--- src/rtl/seg7_scan4.sv ---
// Four-digit multiplexed common-anode 7-segment driver with a one-cycle blank gap between digits.
// Optional leading-zero suppression is built when LZ_BLANK_EN is defined.
module seg7_scan4 #(
    parameter int unsigned SCAN_DIV = 50000,
    parameter int unsigned CNT_W    = 16
) (
    input  logic        CLK,
    input  logic        RST,
    input  logic        LOAD,
    input  logic [15:0] DIG,
    input  logic [3:0]  DP_IN,
    input  logic [3:0]  BLANK,
    output logic [7:0]  nSEG,
    output logic [3:0]  nAN,
    output logic        FRAME
);

    typedef enum logic {StGap, StDrive} phase_e;

    logic [CNT_W-1:0] cnt_q, cnt_d;
    logic [1:0]       idx_q, idx_d;
    phase_e           phase_q, phase_d;
    logic             tick_q, tick_d;
    logic [7:0]       nseg_q, nseg_d;
    logic [3:0]       nan_q, nan_d;
    logic             frame_q, frame_d;
    logic [15:0]      dig_q, dig_d;
    logic [3:0]       dp_q, dp_d;
    logic [3:0]       blank_q, blank_d;

    logic             tick;
    logic [3:0]       cur_digit;
    logic [3:0]       lz_sup;
    logic [7:0]       seg_val;

    function automatic logic [6:0] decode_bcd(input logic [3:0] v);
        logic [6:0] s;
        case (v)
            4'd0:    s = 7'b1000000;
            4'd1:    s = 7'b1111001;
            4'd2:    s = 7'b0100100;
            4'd3:    s = 7'b0110000;
            4'd4:    s = 7'b0011001;
            4'd5:    s = 7'b0010010;
            4'd6:    s = 7'b0000010;
            4'd7:    s = 7'b1011000;
            4'd8:    s = 7'b0000000;
            4'd9:    s = 7'b0010000;
            default: s = 7'b0111111;
        endcase
        return s;
    endfunction

    assign tick = (cnt_q == CNT_W'(SCAN_DIV - 1));

`ifdef LZ_BLANK_EN
    // A digit is dark only while it and every digit to its left are zero.
    assign lz_sup[3] = (dig_q[15:12] == 4'd0);
    assign lz_sup[2] = (dig_q[15:8] == 8'd0);
    assign lz_sup[1] = (dig_q[15:4] == 12'd0);
    assign lz_sup[0] = 1'b0;
`else
    assign lz_sup = 4'b0000;
`endif

    always_comb begin
        cur_digit = 4'd0;
        case (idx_q)
            2'd0:    cur_digit = dig_q[3:0];
            2'd1:    cur_digit = dig_q[7:4];
            2'd2:    cur_digit = dig_q[11:8];
            default: cur_digit = dig_q[15:12];
        endcase

        seg_val = {~dp_q[idx_q], decode_bcd(cur_digit)};
        if (blank_q[idx_q]) begin
            seg_val = 8'hFF;
        end else if (lz_sup[idx_q]) begin
            seg_val = {~dp_q[idx_q], 7'h7F};
        end
    end

    always_comb begin
        cnt_d   = tick ? '0 : cnt_q + 1'b1;
        tick_d  = tick;
        idx_d   = idx_q;
        phase_d = phase_q;
        nseg_d  = nseg_q;
        nan_d   = nan_q;
        frame_d = 1'b0;
        dig_d   = dig_q;
        dp_d    = dp_q;
        blank_d = blank_q;

        if (LOAD) begin
            dig_d   = DIG;
            dp_d    = DP_IN;
            blank_d = BLANK;
        end

        if (tick) begin
            idx_d   = idx_q + 2'd1;
            nan_d   = 4'hF;
            nseg_d  = 8'hFF;
            phase_d = StGap;
            frame_d = (idx_q == 2'd3);
        end else if (phase_q == StDrive) begin
            nseg_d = seg_val;
        end else if (tick_q) begin
            // GAP only opens into DRIVE right after a tick, so nothing lights before the first slot.
            phase_d = StDrive;
            nan_d   = ~(4'b0001 << idx_q);
            nseg_d  = seg_val;
        end
    end

    always_ff @(posedge CLK) begin
        if (RST) begin
            cnt_q   <= '0;
            tick_q  <= 1'b0;
            idx_q   <= 2'd3;
            phase_q <= StGap;
            nseg_q  <= 8'hFF;
            nan_q   <= 4'hF;
            frame_q <= 1'b0;
            dig_q   <= 16'h0000;
            dp_q    <= 4'h0;
            blank_q <= 4'hF;
        end else begin
            cnt_q   <= cnt_d;
            tick_q  <= tick_d;
            idx_q   <= idx_d;
            phase_q <= phase_d;
            nseg_q  <= nseg_d;
            nan_q   <= nan_d;
            frame_q <= frame_d;
            dig_q   <= dig_d;
            dp_q    <= dp_d;
            blank_q <= blank_d;
        end
    end

    assign nSEG  = nseg_q;
    assign nAN   = nan_q;
    assign FRAME = frame_q;

endmodule
--- config.mk ---
export PLATFORM = sky130hd
export DESIGN_NAME = seg7_scan4
export DESIGN_NICKNAME = d
export VERILOG_FILES = /design/src/rtl/seg7_scan4.sv
export SDC_FILE = /design/constraint.sdc
export NUM_CORES = 1
export LEC_CHECK = 0
export ABC_AREA = 1
export CORE_UTILIZATION = 55
export DETAILED_ROUTE_END_ITERATION = 7
export PLACE_DENSITY_LB_ADDON = 0.2
export SLEW_MARGIN = 40
export SYNTH_ARGS = -nofsm -noshare
export SYNTH_HDL_FRONTEND = slang
export SYNTH_SLANG_ARGS = --single-unit
export TNS_END_PERCENT = 5
--- constraint.sdc ---
create_clock -name CLK -period 5.31 [get_ports CLK]
set_input_delay 0.531 -clock CLK [delete_from_list [all_inputs] [get_ports CLK]]
set_output_delay 0.531 -clock CLK [all_outputs]
set_load 0.005 [all_outputs]
==> impl_results.md <==
* Status: complete, no violations
* Synth Instances at roughly 370
* Root buffer cell: clkbuf_8
* CTS Buf Count at 9
* Antenna diodes at 0
* Final Hold Viols at 0
* Synth cell types at 32
* Power, Total at just over 1 mW
* Grt ovf at 0
* Setup bufs post-CTS at 0
* Row cnt at 24
* Vias after detailed routing at 2475
* VDD IR max at 0.243 mV
* DR iter-0 viols at 182
* Pins Over Slew Limit at 0
* Total die area at between 5000 and 6000 um^2
* Crit path capture type: flop
* Initial antenna violation count at 0
* Crit path max-delay cell type: dfxtp_1
* Hold WS at ~0.45 ns
* Most used cell, CP: nand2_1
* I/O pins at 40
* Tightest Hold Check Type: flop to flop
* Final total negative setup slack at 0 ns
* GRT Util Overall at 0.257
* Clk_lat worst skew at ~0.33 ns
* Slew at the pin closest to its max-slew limit at 0.666 ns
* Clock slew at reported path FFs at ~0.060 ns
* Final Wtd Congestion at slightly below 0.9
* Final HPWL DP at 4010 um
* Core ar. at ~4500 um^2
* Max incr delay on CP at roughly 0.45 ns
* Multi-input logic area at between 1000 and 1500 um^2
* H-tree levels at 3
* Residual DRC at 0
* CP max FO at 8
* Die width at 71.5 um
* Syn nets at roughly 400
* Vias in the first global route at 2440
* Max Freq at approximately 420 MHz
* Worst EP arrival at roughly 2.6 ns
* Post-Route WL at around 5700 um
* Crit-path leading delay family: adder cells
* Fillers at ~370
* Unrepaired setup endpoints after global routing: false
* Kind of critical path: flop to flop
* CP required at 5.53 ns
* Layout cells sized above 1 at 0.104
* Max_cap viols at 0
* Seq. cell area at 1140 um^2
* Antenna-violating nets left at 0
* Crit path cell chain: inv_1 > ha_1 > nand2_1 > nand2_1 > o21ai_0 > ha_1 > inv_1 > nand3_1 > nand3_1 > nand3_1 > nand2_1 > nand2_1
* First-pass GRT wire length at a little over 10000 um
* Syn_area_per_cell at around 7.3 um^2
* WL per Instance at around 12 um
* CP startpoint kind: flop
* Initial core utilization at 0.591
* Largest net degree at the start of global routing at 26
* Layout area overhead at 25.1%
* Min Tclk post-route at ~2.4 ns
* CTS Buffer Depth at 2
* Post-Syn Area at around 2700 um^2
* R2R setup slack at 2.92 ns
* Yosys warns at 0
* Final Setup Violations at 0
* Skew final at roughly 0.0067 ns
* CTS sink cnt at between 50 and 60
* Seq cells post-synth at 57
* Pleak at between 1 and 1.5 nW
* Slew HR at 0.555
* Cell Pwr Density at a little over 300 nW/um^2
* Hold-fix buffers, CTS at 0
* TritonCTS clock tree: done
* I/O Buffers at 39
* First drt pass iteration count at 5
* Via density at around 5.3
* Buf/Inv on CP at 2
* Crit share post-route at 0.450
* Layout Nets at roughly 440
* Die height at between 70 and 80 um
* CTS resizes at 0
* Sequential share of the synthesized area at 0.429
==> kinds of logic (layout without fill, tap and decap cells) <==
logic type	Yosys count	count (layout)	synth area share
flip-flops	57	57	0.429
AND/OR/NAND/NOR	192	192	0.327
AO/OA/AOI/OAI	61	61	0.127
buffers and inverters	45	92	0.0677
adder cells (fa/ha/maj)	9	9	0.0423
XOR/XNOR	2	2	0.00659
==> synth_stat cells, drive strengths merged <==
cell type	number	area, um^2
nor2	59	244
nand2	88	363
ha	9	113
xor2	1	8.76
clkinv	1	3.75
a21oi	24	124
inv	36	135
nor3	8	56.3
or2	4	27.5
o21ai	31	170
clkbuf	6	22.5
nor3b	1	7.51
xnor2	1	8.76
nand3	23	115
o211ai	6	45.0
dfxtp	57	1140
buf	2	18.8
nand4	9	56.3
==> final timing paths <==
kind | from | to | cells after the start
setup / recovery | idx_q[0] | nSEG[3] | 12
hold / removal | cnt_q[0] | cnt_q[0] | 1
setup reg to reg | idx_q[0] | nSEG[3] | 12
hold reg to reg | cnt_q[0] | cnt_q[0] | 1
==> layout make-up <==
cell class,count,share of cell area
sequential,57,0.343
clock buffer,12,0.0466
timing repair buffer,39,0.117
inverter,37,0.0417
tap,52,0.0195
multi-input combinational,264,0.402
clock inverter,4,0.0297
==> cells in the final DEF (no fill, tap or decap) <==
master | Yosys | final
nor3b_1 | 1 | 1
nor2_1 | 54 | 54
or2_4 | 1 | 1
nor3_2 | 1 | 1
o21ai_4 | 1 | 1
nor2_2 | 3 | 3
nor3_1 | 6 | 6
bufinv_16 | 0 | 3
clkbuf_1 | 6 | 1
nand2_1 | 81 | 81
clkinv_1 | 1 | 1
clkbuf_8 | 0 | 11
a21oi_2 | 1 | 1
clkdlybuf4s50_1 | 0 | 39
nand2_4 | 3 | 3
or2_2 | 1 | 1
inv_2 | 9 | 9
o211ai_1 | 6 | 6
or2_0 | 2 | 2
inv_1 | 27 | 27
nand4_1 | 9 | 9
ha_1 | 9 | 9
o21ai_1 | 1 | 1
nor3_4 | 1 | 1
clkinv_4 | 0 | 1
o21ai_0 | 28 | 28
xnor2_1 | 1 | 1
a21oi_1 | 23 | 23
nand3_1 | 23 | 23
xor2_1 | 1 | 1
o21ai_2 | 1 | 1
nor2_4 | 2 | 2
nand2_2 | 4 | 4
dfxtp_1 | 57 | 57
==> flip-flops by register name, summed over array words and instances, names as in the netlist <==
| signal | flops |
|---|---|
| dp_q | 4 |
| FRAME | 1 |
| nSEG | 8 |
| tick_q | 1 |
| phase_q | 1 |
| dig_q | 16 |
| idx_q | 2 |
| nAN | 4 |
| blank_q | 4 |
| cnt_q | 16 |
==> per-layer routing <==
metal / vias to the layer above / track usage / routed length, um
li1: 1273 / - / -
met4: 0 / 0.142 / 138
met3: 16 / 0.0661 / 255
met5: - / 0 / 0
met2: 77 / 0.429 / 2760
met1: 1109 / 0.302 / 2530
==> stage by stage <==
stage	cell area, um^2	worst slack [ns]	util	cells
floorplan	2660	3.31	-	366
global placement	3070	2.90	0.683	449
detailed placement	3070	2.85	0.683	449
CTS	3330	2.94	0.739	465
global route	3330	2.69	0.739	465
finish	3330	2.92	0.739	465
==> power by group <==
part	switching, mW	total (mW)	internal, mW
clock	0.168	0.506	0.338
combinational	0.0402	0.0752	0.0350
sequential	0.00787	0.450	0.442
Power figures use the tool's default switching activity.
